`src/rtl/uart_pkg.sv`:
```
// Shared UART definitions: frame FSM states and the data-bit count.
// Kept separate so the receiver can reuse the same encoding.
package uart_pkg;
  localparam int DATA_BITS = 8;

  typedef enum logic [1:0] {
    IDLE,
    START,
    DATA,
    STOP
  } uart_state_e;
endpackage

```
`src/rtl/sync_fifo.sv`:
```
// Single-clock first-word-fall-through FIFO with a registered not-full flag.
// The head word is always visible on rdata_o while the FIFO is non-empty.
module sync_fifo #(
  parameter int WIDTH = 8,
  parameter int DEPTH = 4
) (
  input  logic             clk_i,
  input  logic             rst_i,
  input  logic             push_i,
  input  logic [WIDTH-1:0] wdata_i,
  input  logic             pop_i,
  output logic [WIDTH-1:0] rdata_o,
  output logic             empty_o,
  output logic             ready_o
);
  localparam int AW = $clog2(DEPTH);

  if ((DEPTH < 2) || ((1 << AW) != DEPTH)) begin : g_depth_check
    $error("sync_fifo: DEPTH must be a power of two and at least 2");
  end

  logic [AW:0]      wr_ptr_q, wr_ptr_d;
  logic [AW:0]      rd_ptr_q, rd_ptr_d;
  logic             ready_q, ready_d;
  logic [WIDTH-1:0] mem_q [DEPTH];
  logic             do_push, do_pop;

  assign empty_o = (wr_ptr_q == rd_ptr_q);
  assign do_push = push_i && ready_q;
  assign do_pop  = pop_i && !empty_o;
  assign rdata_o = mem_q[rd_ptr_q[AW-1:0]];
  assign ready_o = ready_q;

  // Ready is computed from the post-edge pointers, so a pop in a full cycle
  // only re-opens the FIFO on the following cycle.
  always_comb begin
    wr_ptr_d = wr_ptr_q + {{AW{1'b0}}, do_push};
    rd_ptr_d = rd_ptr_q + {{AW{1'b0}}, do_pop};
    ready_d  = !((wr_ptr_d[AW] != rd_ptr_d[AW]) &&
                 (wr_ptr_d[AW-1:0] == rd_ptr_d[AW-1:0]));
  end

  always_ff @(posedge clk_i) begin
    if (rst_i) begin
      wr_ptr_q <= '0;
      rd_ptr_q <= '0;
      ready_q  <= 1'b1;
    end else begin
      wr_ptr_q <= wr_ptr_d;
      rd_ptr_q <= rd_ptr_d;
      ready_q  <= ready_d;
    end
  end

  always_ff @(posedge clk_i) begin
    if (do_push) mem_q[wr_ptr_q[AW-1:0]] <= wdata_i;
  end
endmodule

```
`src/rtl/uart_tx.sv`:
```
// Buffered 8N1 UART transmitter: bytes queue in a small FIFO and are
// serialised LSB first with back-to-back frames when more data is waiting.
module uart_tx
  import uart_pkg::*;
#(
  parameter int CLK_FREQ_HZ = 12000000,
  parameter int BAUD        = 115200,
  parameter int FIFO_DEPTH  = 4
) (
  input  logic       CLK,
  input  logic       RESET,
  input  logic [7:0] tx_data,
  input  logic       tx_valid,
  output logic       tx_ready,
  output logic       TXD,
  output logic       busy
);
  localparam int CLKS_PER_BIT = CLK_FREQ_HZ / BAUD;
  localparam int CW = (CLKS_PER_BIT < 2) ? 1 : $clog2(CLKS_PER_BIT);
  localparam logic [CW-1:0] BIT_LOAD = CW'(CLKS_PER_BIT - 1);
  localparam logic [2:0]    LAST_BIT = 3'(DATA_BITS - 1);

  if (CLKS_PER_BIT < 2) begin : g_baud_check
    $error("uart_tx: CLK_FREQ_HZ / BAUD must be at least 2");
  end

  uart_state_e          state_q, state_d;
  logic [CW-1:0]        baud_q, baud_d;
  logic [2:0]           bit_idx_q, bit_idx_d;
  logic [DATA_BITS-1:0] shift_q, shift_d;
  logic                 txd_q, txd_d;
  logic                 baud_done;
  logic                 fifo_pop, fifo_empty;
  logic [7:0]           fifo_rdata;

  sync_fifo #(
    .WIDTH (8),
    .DEPTH (FIFO_DEPTH)
  ) u_fifo (
    .clk_i   (CLK),
    .rst_i   (RESET),
    .push_i  (tx_valid),
    .wdata_i (tx_data),
    .pop_i   (fifo_pop),
    .rdata_o (fifo_rdata),
    .empty_o (fifo_empty),
    .ready_o (tx_ready)
  );

  assign baud_done = (baud_q == '0);
  assign TXD       = txd_q;
  assign busy      = (state_q != IDLE) || !fifo_empty;

  // TXD is updated together with the state, so every bit's line level is
  // already registered on the edge that starts that bit.
  always_comb begin
    state_d   = state_q;
    baud_d    = baud_q;
    bit_idx_d = bit_idx_q;
    shift_d   = shift_q;
    txd_d     = txd_q;
    fifo_pop  = 1'b0;
    case (state_q)
      IDLE: begin
        if (!fifo_empty) begin
          fifo_pop = 1'b1;
          shift_d  = fifo_rdata;
          baud_d   = BIT_LOAD;
          txd_d    = 1'b0;
          state_d  = START;
        end
      end
      START: begin
        if (baud_done) begin
          baud_d    = BIT_LOAD;
          bit_idx_d = '0;
          txd_d     = shift_q[0];
          state_d   = DATA;
        end else begin
          baud_d = baud_q - CW'(1);
        end
      end
      DATA: begin
        if (baud_done) begin
          baud_d = BIT_LOAD;
          if (bit_idx_q == LAST_BIT) begin
            txd_d   = 1'b1;
            state_d = STOP;
          end else begin
            bit_idx_d = bit_idx_q + 3'd1;
            shift_d   = shift_q >> 1;
            txd_d     = shift_q[1];
          end
        end else begin
          baud_d = baud_q - CW'(1);
        end
      end
      STOP: begin
        if (baud_done) begin
          if (!fifo_empty) begin
            fifo_pop = 1'b1;
            shift_d  = fifo_rdata;
            baud_d   = BIT_LOAD;
            txd_d    = 1'b0;
            state_d  = START;
          end else begin
            txd_d   = 1'b1;
            state_d = IDLE;
          end
        end else begin
          baud_d = baud_q - CW'(1);
        end
      end
      default: state_d = IDLE;
    endcase
  end

  always_ff @(posedge CLK) begin
    if (RESET) begin
      state_q   <= IDLE;
      baud_q    <= '0;
      bit_idx_q <= '0;
      txd_q     <= 1'b1;
    end else begin
      state_q   <= state_d;
      baud_q    <= baud_d;
      bit_idx_q <= bit_idx_d;
      txd_q     <= txd_d;
    end
  end

  always_ff @(posedge CLK) begin
    shift_q <= shift_d;
  end
endmodule

```
`config.mk`:
```
export PLATFORM = sky130hd
export DESIGN_NAME = uart_tx
export DESIGN_NICKNAME = d
export VERILOG_FILES = /design/src/rtl/uart_pkg.sv /design/src/rtl/sync_fifo.sv /design/src/rtl/uart_tx.sv
export SDC_FILE = /design/constraint.sdc
export NUM_CORES = 1
export LEC_CHECK = 0
export BUFFER_PORTS_ARGS = -buffer_cell sky130_fd_sc_hd__buf_2
export CAP_MARGIN = 25
export CORE_ASPECT_RATIO = 1.75
export CORE_MARGIN = 3
export CORE_UTILIZATION = 65
export CTS_CLUSTER_DIAMETER = 50
export DETAILED_ROUTE_END_ITERATION = 7
export GPL_TIMING_DRIVEN = 0
export PLACE_DENSITY = 0.89
export SLEW_MARGIN = 20
export SYNTH_ARGS = -nofsm -noshare
export SYNTH_HDL_FRONTEND = slang
export SYNTH_SLANG_ARGS = --single-unit
export TNS_END_PERCENT = 20
```
`constraint.sdc`:
```
create_clock -name CLK -period 6.9 [get_ports CLK]
set_input_delay 0.345 -clock CLK [delete_from_list [all_inputs] [get_ports CLK]]
set_output_delay 0.345 -clock CLK [all_outputs]
set_load 0.03 [all_outputs]
```
[Word level (Yosys, flattened, before mapping)]
Memories as Yosys holds them, arrays and structs flattened. A register that Yosys moved wholly into a read port is not among the register bits.
Cells that the tools add are included.
Word-level totals
  bits in registers: 28
  memory bits (writable): 32
  input bits: 11
  output and inout port bits: 3
  word-level logic and storage cells: 75
  memories: 1
Memories
  u_fifo.mem_q: depth 4, bits a word 8, read ports 1, clocked after memory_dff 1, wr ports 1, RTL line sync_fifo.sv:25  | logic [WIDTH-1:0] mem_q [DEPTH];
Operators by class
  $add $sub $neg: 4
  equality and inequality tests: 13
  muxes and demuxes: 33
  reductions and logical operators: 16
Operators with widths (count)
  8-bit two-way mux: 4
  8-bit one-hot mux with 3 select lines: 1
  7-bit two-way mux: 3
  7-bit one-hot mux with 3 select lines: 1
  2-bit two-way mux: 6
  2-bit != test (second input constant): 6
  4-bit AND reduction: 3
  1-bit two-way mux: 11
  3-bit two-way mux: 3
  2-bit one-hot mux with 4 select lines: 1
  7-bit zero test: 1
  7-bit by 1-bit subtractor with 7-bit output (second input constant): 1
  3-bit by 1-bit adder with 3-bit output: 2
  3-bit one-hot mux with 2 select lines: 1
  5-bit AND reduction: 1
  2-bit == test (second input constant): 2
  1-bit one-hot mux with 4 select lines: 1
  2-bit nonzero test: 2
  3-bit by 1-bit adder with 3-bit output (second input constant): 1
  3-bit == test: 1
  3-bit == test (second input constant): 1
  1-bit logical AND: 3
  3-bit nonzero test: 1
  2-bit by 1-bit == test with 1-bit output (second input constant): 1
  7 further kinds: 8

[Longest topological paths before layout]
Gate-level depths: netlist of run 1.
  word-level depth: 9
  mapped depth: 11

[By module]
From an unflattened synthesis of run 1, not the netlist that was laid out.
Second synthesis, totals
  cell total of the unflattened synthesis: 212
  area, all modules: 2790.2 um^2
Modules (own cells, without submodules)
  sync_fifo: times used 1, cells each 76, area each 1496.4 um^2, seq. area each 1101.1 um^2
  uart_tx: times used 1, cells each 136, area each 1293.7 um^2, seq. area each 500.5 um^2

[Worst setup path after synthesis of run 1]
OpenSTA, ideal clock, no wires.
  kind: register -> register
  from: reg baud_q[0]
  to: reg u_fifo.ready_q, in the netlist u_fifo.ready_o
  data arrival time: 2.262 ns
  required time: 6.766 ns
  path slack: 4.504 ns
  stages on the path, launching flop included: 11
  buffers on the path: 0
  path through: dfxtp_1 -> inv_1 -> ha_1 -> nor4b_4 -> and3_1 -> nor2_1 -> nor3_1 -> ha_1 -> ha_1 -> xor2_1 -> or4_1
On the way
  word-level cells in the longest chain between the ends: 8
RTL lines
  start, declared: RTL line uart_tx.sv:28  | logic [CW-1:0] baud_q, baud_d;
  start signal, assigned: RTL line uart_tx.sv:126  | baud_q <= baud_d;
  7-bit zero test: RTL line uart_tx.sv:50  | assign baud_done = (baud_q == '0);
  1-bit two-way mux: RTL line uart_tx.sv:99  | if (baud_done) begin
  1-bit one-hot mux with 2 select lines: RTL line uart_tx.sv:63  | case (state_q)
  1-bit logical AND: RTL line sync_fifo.sv:30  | assign do_pop = pop_i && !empty_o;
  3-bit by 1-bit adder with 3-bit output: RTL line sync_fifo.sv:38  | rd_ptr_d = rd_ptr_q + {{AW{1'b0}}, do_pop};
  net u_fifo.rd_ptr_d[1]: RTL line sync_fifo.sv:23  | logic [AW:0] rd_ptr_q, rd_ptr_d;
  2-bit == test: RTL line sync_fifo.sv:40  | (wr_ptr_d[AW-1:0] == rd_ptr_d[AW-1:0]));
  1-bit logical AND: RTL line sync_fifo.sv:39  | ready_d = !((wr_ptr_d[AW] != rd_ptr_d[AW]) &&
  1-bit zero test: RTL line sync_fifo.sv:39
  end signal, assigned: RTL line sync_fifo.sv:51  | ready_q <= ready_d;
  end, declared: RTL line sync_fifo.sv:24  | logic ready_q, ready_d;
The timed path passes the listed nets, and every way through them passes these cells.
A chain may end at the register's enable or synchronous reset.

[Worst setup path after layout of run 1]
Ends and elaborated chain as after synthesis.

==> flow_summary.json, run 1 <==
{
  "slew_violations": 0,
  "syn_area_per_cell_um2": 12.6,
  "path_buf_inv": 1,
  "hold_class": "in2reg",
  "p_sw_uw": 462,
  "synth-seq-cells": 60,
  "cts_max_path_buffers": 2,
  "yosysSeqAreaShare_pct": 55.4,
  "gr-total-overflow": 0,
  "drive_above_1_share_pct": 18.9,
  "first_pass_iters": 5,
  "drtIter0Drc": 85,
  "netlist.area_leader.share_pct": 41.5,
  "path_class": "reg2reg",
  "clock_latency_ns": 0.34,
  "cts_tree": "done",
  "setup_tns_ns": 0,
  "cp_cell_sequence": "inv_1 -> ha_1 -> nor4b_4 -> and3_1 -> nor2_1 -> nor3_1 -> ha_1 -> ha_1 -> xor2_1 -> or4_1",
  "numCtsBuffers": 9,
  "cts_hold_buf": 0,
  "postCtsSetupBuffers": 0,
  "grt_max_degree": 13,
  "max-cap-violations": 0,
  "synthesis.area_um2": 2890,
  "worst-endpoint-arrival_ns": 2.93,
  "fin_total_pwr_uw": 1280,
  "mostFrequentLayoutCell": "edfxtp_1",
  "start_kind": "flop",
  "wl_um": 5840,
  "place_ws_ns": 4.18,
  "leakage_uw": 0.00121,
  "final_cell_mix": "edfxtp_1 (40), nand2_1 (21), dfxtp_1 (20)",
  "num_rows": 31,
  "syn_to_final_growth_pct": 11.8,
  "power_density_nw_per_um2": 396,
  "fin_worst_skew_ns": 0.0107,
  "nets": 278,
  "antenna_found_initial": 0,
  "fp.coreArea_um2": 4230,
  "clk_pin_slew_ns": 0.08,
  "grt_pass1_wl_um": 9340,
  "synthTopCellsByArea": "edfxtp_1 (42%), dfxtp_1 (14%), mux4_1 (7.3%)",
  "slowest_stage": "or4_1",
  "end_kind": "flop",
  "via_per_inst": 6.33,
  "grtUsageTotal_pct": 23.9,
  "worst_pin_slew_ns": 0.759,
  "fmax_ghz": 0.367,
  "htree_levels": 3,
  "crit_top_cell": "ha_1",
  "root_buffer": "clkbuf_8",
  "path_max_fanout": 7,
  "status": "completed",
  "max-slew-margin-rel_pct": 49.2,
  "yosys_warnings": 0,
  "swShare_pct": 36.1,
  "setup_ws_ns": 4.18,
  "p_comb_share_pct": 36.2,
  "ys_types": 47,
  "io_pins": 14,
  "intPower_uw": 817,
  "crit_required_ns": 7.11,
  "rsz0062_at_grt": "no",
  "critPathTopFamily": "simple AND/OR/NAND/NOR gates",
  "post_cts_resize_count": 0,
  "wl_per_cell_um": 18.9,
  "drc_errors": 0,
  "synth_edf_count": 40,
  "critPathMaxStageDelay_ns": 0.51,
  "gp_congestion": 0.806,
  "synth_largest_area_cell": "edfxtp_1",
  "timing.hold.ws_ns": 0.217,
  "hpwl_um": 4000,
  "die_w_um": 56.4,
  "cts.sinks": 60,
  "grt_pass1_vias": 1941,
  "portBuffers": 13,
  "setup_viol": 0,
  "die_y_um": 94.2,
  "hold_violations": 0,
  "syn_nets": 253,
  "num_vias": 1949,
  "synth_async_sr_flop_share_pct": 0,
  "place_inst": 292,
  "finalNonFillerCells": 308,
  "detail-route-antenna-nets": 0,
  "die-area_um2": 5320,
  "power_frac_clock_pct": 24.9,
  "start_util_pct": 68.4,
  "p_seq_share_pct": 39.0,
  "netlist_instances": 229,
  "post-route-min-period_ns": 2.72,
  "ir_drop_mv": 0.340,
  "n_antenna_cell": 0,
  "period_share_pct": 39.4,
  "synthFlopType": "edfxtp_1",
  "filler_cell_count": 241
}
power by group through the flow:
| stage | sequential, µW | clock (µW) | combinational (µW) |
|---|---|---|---|
| floorplan | 499 | 0 | 347 |
| finish | 499 | 318 | 463 |
| global route | 504 | 339 | 509 |
| detailed placement | 505 | 0 | 453 |
| CTS | 498 | 320 | 457 |
| global placement | 502 | 0 | 433 |
through the flow:
stage	area, µm²	util [%]
after CTS	3230	76.5
after floorplan	2890	-
after global routing	3230	76.5
final	3230	76.5
after global placement	3020	71.4
after detailed placement	3030	71.7
layout make-up:
cell class,count,area [µm²],share of cell area (%)
multi-input cells,147,1170,36.2
repair buffers,14,70.1,2.17
well taps,49,61.3,1.90
plain buffers,12,91.3,2.83
clock buffers,9,124,3.83
inverters,10,37.5,1.16
clock inverters,7,76.3,2.36
flip-flops and latches,60,1600,49.5
routing by layer:
| layer | share of wire (%) | GRT usage, % | up-vias |
|---|---|---|---|
| li1 | - | - | 920 |
| met1 | 37 | 25.5 | 941 |
| met5 | 0 | 0 | - |
| met4 | 2.2 | 9.50 | 0 |
| met2 | 56 | 44.0 | 70 |
| met3 | 5.3 | 5.91 | 18 |
logic make-up after synthesis:
group | Yosys count | synth area share, %
xor gates and xnor gates | 9 | 3.25
buffers and inverters | 22 | 4.46
AOI/OAI and AO/OA | 47 | 10.6
and+or+nand+nor | 70 | 13.4
DFF | 60 | 55.4
muxes | 8 | 7.27
adders and majority gates | 13 | 5.63
cells in the mapped netlist, drive strengths merged, types with 2 or more instances:
| library cell | instances |
|---|---|
| buf | 7 |
| nor2b | 4 |
| o31ai | 2 |
| a311oi | 2 |
| and3 | 3 |
| dfxtp | 20 |
| nand2 | 21 |
| nor3b | 3 |
| o21ai | 17 |
| inv | 10 |
| or3 | 2 |
| or2 | 2 |
| nor2 | 11 |
| edfxtp | 40 |
| nor3 | 8 |
| clkbuf | 5 |
| a21oi | 8 |
| a221oi | 4 |
| mux4 | 8 |
| xor2 | 3 |
| xnor2 | 6 |
| or4 | 5 |
| ha | 13 |
| nand3 | 3 |
| o22ai | 2 |
| nand4 | 2 |
| a31oi | 3 |
worst register-to-register path, cell delays in order, from the launching register on:
cell and delay (ns):
dfxtp_1 0.34, inv_1 0.10, ha_1 0.16, nor4b_4 0.39, and3_1 0.25, nor2_1 0.05
nor3_1 0.19, ha_1 0.19, ha_1 0.25, xor2_1 0.17, or4_1 0.51
sequential cells by signal, indices dropped and copies added (netlist names):
signal,count
bit_idx_q,3
TXD,1
u_fifo.mem_q,32
state_q,2
baud_q,7
u_fifo.wr_ptr_q,3
u_fifo.rd_ptr_q,3
u_fifo.ready_o,1
shift_q,8
worst paths after layout:
check | from | end | slack, ns | cells past startpoint
hold / removal | tx_data[0] | u_fifo.mem_q[2][0]$_DFFE_PP_ | 0.22 | 1
setup reg to reg | baud_q[0]$_SDFF_PP0_ | u_fifo.ready_o$_SDFF_PP1_ | 4.18 | 10
hold reg to reg | bit_idx_q[1]$_SDFFE_PP0P_ | bit_idx_q[1]$_SDFFE_PP0P_ | 0.52 | 2
setup / recovery | baud_q[0]$_SDFF_PP0_ | u_fifo.ready_o$_SDFF_PP1_ | 4.18 | 10
Note: power is estimated with default switching activity, not from simulation.
==> inputs of run 2 (changes only) <==
Settings changed: ABC_AREA set to 1, CORE_UTILIZATION 65 to 60, PLACE_DENSITY 0.89 to 0.83.
Clock period 6.9 ns to 2.55 ns, I/O delays scaled along.
==> run 2 against run 1 <==
Effect of this change:
- flip-flop and latch count stayed put
- via count rose by 10%
- critical path depth is 4 higher
- worst hold slack got worse by 0.055 ns
- setup slack got worse by 4.0 ns
- cell area grew 2.5%
- clock skew is 0.00092 ns lower
- sequential share of layout area fell by 1.2 points
- area after synthesis down 1.0%
- critical endpoint unchanged
- largest cell class unchanged
==> flow_summary.json, run 2 <==
{
  "htree_levels": 3,
  "synthXorXnorAreaFrac_pct": 2.40,
  "root_buffer": "clkbuf_8",
  "antenna_found_initial": 0,
  "synth-seq-cells": 60,
  "setup_viol": 0,
  "slowest_stage": "dfxtp_1",
  "syn_nets": 307,
  "num_vias": 2145,
  "cp_cell_sequence": "inv_1 -> ha_1 -> inv_1 -> nor2_1 -> nand3_4 -> buf_6 -> inv_1 -> a21oi_1 -> nor3_1 -> ha_1 -> ha_1 -> xnor2_1 -> xor2_1 -> o2111ai_1",
  "grt_pass1_vias": 2171,
  "synth.most_common_cell": "nand2_1",
  "slew_violations": 0,
  "syn_to_final_growth_pct": 15.8,
  "cts.sinks": 60,
  "status": "completed",
  "wl_um": 5960,
  "synth_top_family_by_area": "simple AND/OR/NAND/NOR gates",
  "final_cell_mix": "nand2_1 (58), edfxtp_1 (40), inv_1 (26)",
  "first_pass_iters": 5,
  "start_util_pct": 63.3,
  "worst_pin_slew_ns": 0.814,
  "ys_types": 35,
  "place_ws_ns": 0.0354,
  "gr-total-overflow": 0,
  "setup_tns_ns": 0,
  "via_per_inst": 5.78,
  "nets": 339,
  "worstHoldStart": "RESET",
  "hold_class": "in2reg",
  "wl_per_cell_um": 16.1,
  "max-cap-violations": 0,
  "clk_pin_slew_ns": 0.07,
  "r2r-start": "baud_q[0]$_SDFF_PP0_",
  "worst-endpoint-arrival_ns": 2.53,
  "critPathMaxStageDelay_ns": 0.33,
  "path_buf_inv": 4,
  "synthFlopType": "edfxtp_1",
  "die_w_um": 58.2,
  "grt_max_degree": 13,
  "power_density_nw_per_um2": 1170,
  "hold_violations": 0,
  "start_kind": "flop",
  "netlist_instances": 283,
  "holdPathEnd": "baud_q[3]$_SDFF_PP0_",
  "fp.coreArea_um2": 4520,
  "fmax_ghz": 0.428,
  "hpwl_um": 4060,
  "ir_drop_mv": 1.17,
  "synth_edf_count": 40,
  "critPathTopFamily": "adder cells",
  "drive_above_1_share_pct": 16.9,
  "fin_util_pct": 73.3,
  "mostFrequentLayoutCell": "nand2_1",
  "post-route-min-period_ns": 2.34,
  "grtUsageTotal_pct": 23.5,
  "yosys_warnings": 0,
  "yosys.area_share.simple_pct": 18.4,
  "die-area_um2": 5670,
  "num_rows": 32,
  "largest_reg_flops": 32,
  "synthesis.area_um2": 2860,
  "numCtsBuffers": 9,
  "reg2reg_slack_ns": 0.21,
  "yosysSeqAreaShare_pct": 55.9,
  "drtIter0Drc": 104,
  "rsz0062_at_grt": "no",
  "netlist.area_leader.share_pct": 42.0,
  "path_class": "reg2reg",
  "syn_area_per_cell_um2": 10.1,
  "path_max_fanout": 10,
  "drc_errors": 0,
  "grt_pass1_wl_um": 9900,
  "reg2reg_to": "u_fifo.ready_o$_SDFF_PP1_",
  "io_pins": 14,
  "period_share_pct": 91.7,
  "portBuffers": 12,
  "setup_ws_ns": 0.211,
  "synth_compound_area_share_pct": 11.5,
  "filler_cell_count": 315,
  "n_antenna_cell": 0,
  "crit_required_ns": 2.74,
  "max-slew-margin-rel_pct": 45.4,
  "synthTopCellsByArea": "edfxtp_1 (42%), dfxtp_1 (14%), nand2_1 (7.6%)",
  "leakage_uw": 0.00133,
  "clock_latency_ns": 0.34,
  "end_kind": "flop",
  "die_y_um": 97.4,
  "fin_worst_skew_ns": 0.00980,
  "cts_max_path_buffers": 2,
  "synth_largest_area_cell": "edfxtp_1",
  "min_path_cells": 2,
  "synth_async_sr_flop_share_pct": 0,
  "synth_fa_ha_area_share_pct": 5.68,
  "gp_congestion": 0.868,
  "synthMuxAreaShare_pct": 0,
  "cts_tree": "done",
  "synth_common_cells": "nand2_1 (58), edfxtp_1 (40), inv_1 (26)",
  "detail-route-antenna-nets": 0,
  "reg2reg_depth": 14,
  "postCtsSetupBuffers": 0
}
## run 2: cell types whose count changed after synthesis, moves of 4 or more
| cell | previous run | this run |
|---|---|---|
| nand2_1 | 21 | 58 |
| a21oi_1 | 8 | 24 |
| inv_1 | 10 | 26 |
| nand3_1 | 3 | 14 |
| mux4_1 | 8 | 0 |
| a32o_1 | 0 | 7 |
| nor2_1 | 11 | 18 |
| buf_6 | 6 | 2 |
| nor2b_1 | 4 | 0 |
| or4_1 | 4 | 0 |
## run 2: per-stage QoR
step | area, µm² | std cells | hold WS, ns | total power (µW)
floorplan | 2860 | 283 | 0.226 | 2540
global placement | 2990 | 346 | 0.335 | 2840
finish | 3310 | 371 | 0.161 | 3870
CTS | 3310 | 370 | 0.157 | 3840
detailed placement | 3010 | 346 | 0.342 | 2890
global route | 3310 | 371 | 0.219 | 4110
## run 2: kinds of logic after synthesis
kind of cell             count (synthesis)
AO/OA/AOI/OAI                           56
XOR/XNOR                                 7
adder cells (fa/ha/maj)                 13
buffers and inverters                   38
flip-flops                              60
AND/OR/NAND/NOR                        109
## run 2: layout make-up
cell class / instances / area (µm²) / area share [%]
multi-input combinational: 185 / 1110 / 33.5
clock buffer: 9 / 124 / 3.74
tap: 51 / 63.8 / 1.93
clock inverter: 7 / 98.8 / 2.98
sequential: 60 / 1600 / 48.3
timing repair buffer: 21 / 145 / 4.38
inverter: 29 / 114 / 3.44
buffer: 9 / 57.6 / 1.74
## run 2: worst register-to-register path: stages, from the launching register on
cell and delay (ns):
dfxtp_1 0.33, inv_1 0.10, ha_1 0.16, inv_1 0.04
nor2_1 0.15, nand3_4 0.10, buf_6 0.16, inv_1 0.08
a21oi_1 0.07, nor3_1 0.18, ha_1 0.19, ha_1 0.16
xnor2_1 0.16, xor2_1 0.18, o2111ai_1 0.15
## run 2: power breakdown
part           internal, µW  total, µW  leakage (µW)  switching, µW
clock                   554        950      0.000110            395
sequential             1270       1380      0.000537            108
combinational           549       1540      0.000681            995
## run 2: worst max path at each step
stage | startpoint | endpoint | cells past startpoint
CTS | state_q[0]$_SDFFE_PP0P_ | shift_q[2]$_DFFE_PP_ | 6
finish | baud_q[0]$_SDFF_PP0_ | u_fifo.ready_o$_SDFF_PP1_ | 14
global route | baud_q[0]$_SDFF_PP0_ | u_fifo.ready_o$_SDFF_PP1_ | 14
floorplan | state_q[0]$_SDFFE_PP0P_ | shift_q[0]$_DFFE_PP_ | 6
global placement | state_q[0]$_SDFFE_PP0P_ | shift_q[5]$_DFFE_PP_ | 6
detailed placement | state_q[0]$_SDFFE_PP0P_ | shift_q[2]$_DFFE_PP_ | 6
## run 2: layer usage
| metal | share of wire (%) | vias up | routed length (µm) | GRT usage, % |
|---|---|---|---|---|
| met2 | 56 | 67 | 3320 | 42.7 |
| met4 | 4.9 | 0 | 289 | 13.8 |
| met1 | 36 | 1005 | 2130 | 23.3 |
| met5 | 0 | - | 0 | 0 |
| met3 | 3.6 | 29 | 216 | 4.65 |
| li1 | - | 1044 | - | - |
## run 2: what timing repair did
| item | in CTS | in global routing |
|---|---|---|
| endpoints found under the hold margin | 32 | 0 |
| resized for setup | 0 | 0 |
| endpoints found under the setup margin | 0 | 0 |
| hold buffers | 8 | 0 |
==> inputs of run 3 (changes only) <==
Settings changed: ABC_AREA 1 to 0, CORE_ASPECT_RATIO 1.75 to 1.5, CTS_CLUSTER_SIZE set to 14.
==> run 3 against run 2 <==
Effect of this change:
- global-route usage grew 0.79 points
- clock power grew 23%
- final cell count shrank 11%
- worst hold slack lost 0.14 ns
- largest cell class unchanged
==> flow_summary.json, run 3 (same netlist as run 1, synthesis figures left out) <==
{
  "status": "completed",
  "critPathMaxStageDelay_ns": 0.50,
  "io_pins": 14,
  "period_share_pct": 94.6,
  "leakage_uw": 0.00128,
  "htree_levels": 3,
  "setup_viol": 0,
  "n_antenna_cell": 0,
  "grt_pass1_vias": 2166,
  "finalNonFillerCells": 330,
  "grt_pass1_wl_um": 10400,
  "crit_required_ns": 2.77,
  "filler_cell_count": 307,
  "path_buf_inv": 1,
  "critPathTopFamily": "simple AND/OR/NAND/NOR gates",
  "cts.sinks": 60,
  "drc_errors": 0,
  "fmax_ghz": 0.415,
  "via_per_inst": 6.09,
  "wl_per_cell_um": 18.8,
  "num_rows": 30,
  "start_kind": "flop",
  "clk_pin_slew_ns": 0.07,
  "drtIter0Drc": 146,
  "die_y_um": 91.0,
  "crit_top_cell": "ha_1",
  "fp.coreArea_um2": 4580,
  "worst-endpoint-arrival_ns": 2.63,
  "slowest_stage": "or4_4",
  "power_density_nw_per_um2": 1120,
  "die_w_um": 62.7,
  "place_inst": 306,
  "path_max_fanout": 4,
  "root_buffer": "clkbuf_8",
  "first_pass_iters": 4,
  "slew_violations": 0,
  "end_kind": "flop",
  "die-area_um2": 5710,
  "p_comb_share_pct": 34.3,
  "dpl_cell_area_um2": 3050,
  "p_seq_share_pct": 35.3,
  "wl_um": 6220,
  "ir_drop_mv": 0.772,
  "mostFrequentLayoutCell": "edfxtp_1",
  "cts_tree": "done",
  "final_design_area_no_fill_um2": 3430,
  "start_util_pct": 63.1,
  "power_frac_clock_pct": 30.4,
  "worst_pin_slew_ns": 0.778,
  "num_vias": 2010,
  "grtUsageTotal_pct": 24.3,
  "detail-route-antenna-nets": 0,
  "intPower_uw": 2560,
  "max-slew-margin-rel_pct": 47.9,
  "numCtsBuffers": 9,
  "hpwl_um": 3830,
  "clock_latency_ns": 0.34,
  "syn_to_final_growth_pct": 18.5,
  "multiInputGateArea_um2": 1200,
  "drive_above_1_share_pct": 22.2,
  "regArea_um2": 1600,
  "gr-total-overflow": 0,
  "antenna_found_initial": 0,
  "path_class": "reg2reg",
  "gp_congestion": 0.927,
  "max-cap-violations": 0,
  "portBuffers": 13,
  "swShare_pct": 33.5,
  "hold_class": "in2reg",
  "p_sw_uw": 1290,
  "nets": 285,
  "cts_max_path_buffers": 2,
  "cp_cell_sequence": "inv_2 -> ha_1 -> nor4b_4 -> and3_4 -> nor2_1 -> nor3_2 -> ha_1 -> ha_1 -> xor2_1 -> or4_4",
  "rsz0062_at_grt": "yes",
  "grt_max_degree": 13,
  "largest_reg_flops": 32,
  "final_cell_mix": "edfxtp_1 (40), nand2_1 (21), dfxtp_1 (19)",
  "hold_violations": 0,
  "fin_worst_skew_ns": 0.00889,
  "post-route-min-period_ns": 2.41
}
## run 3: cell types whose count changed in the layout (fill, tap and decap cells not counted), sizes merged, moves of 5 or more
cell,before,now
a32o,7,0
a21oi,24,8
mux4,0,8
or4,0,5
nand3,17,3
nand2,60,21
nor2,21,11
inv,30,11
## run 3: path summary, 6_finish.rpt
| check | start | to | slack, ns | cells past startpoint |
|---|---|---|---|---|
| setup / recovery | baud_q[0]$_SDFF_PP0_ | u_fifo.ready_o$_SDFF_PP1_ | 0.14 | 10 |
| hold / removal | tx_data[1] | u_fifo.mem_q[0][1]$_DFFE_PP_ | 0.02 | 1 |
| setup reg to reg | baud_q[0]$_SDFF_PP0_ | u_fifo.ready_o$_SDFF_PP1_ | 0.14 | 10 |
| hold reg to reg | bit_idx_q[1]$_SDFFE_PP0P_ | bit_idx_q[1]$_SDFFE_PP0P_ | 0.49 | 2 |
## run 3: layer usage
metal  GRT usage, %  vias to the layer above  part of all wire [%]
li1               -                      942                     -
met1           25.6                      969                    38
met2           43.2                       76                    54
met3           5.94                       23                   4.6
met4           14.0                        0                   3.3
met5              0                        -                     0
## run 3: repair_timing
item                                    CTS  global route
hold endpoints to repair                 27             0
endpoints found under the setup margin    1             8
gates resized for setup                   0             8
setup buffers                             1             1
hold buffers                              7             0
## run 3: per-stage QoR
stage	utilization [%]	hold WS (ns)	TNS [ns]	setup WS, ns	power, µW
floorplan	-	0.226	0	0.154	2290
global placement	66.3	0.338	-0.117	-0.117	2540
detailed placement	66.6	0.343	-0.137	-0.137	2570
CTS	74.2	0.00768	0	0.0178	3770
global route	74.8	0.0125	0	0.00813	4040
finish	74.8	0.0200	0	0.139	3840
## run 3: layout make-up
| cell class | count | area share (%) |
|---|---|---|
| Sequential cell | 60 | 46.8 |
| Multi-Input combinational cell | 147 | 34.9 |
| Timing Repair Buffer | 22 | 4.38 |
| Clock inverter | 7 | 4.31 |
| Clock buffer | 9 | 3.62 |
| Buffer | 11 | 2.56 |
| Tap cell | 64 | 2.34 |
| Inverter | 10 | 1.10 |
## run 3: power groups by stage
stage / Combinational [µW] / Sequential [µW] / Clock, µW
detailed placement: 1210 / 1360 / 0
CTS: 1250 / 1350 / 1160
global route: 1450 / 1380 / 1220
finish: 1320 / 1360 / 1170
global placement: 1180 / 1360 / 0
floorplan: 940 / 1350 / 0
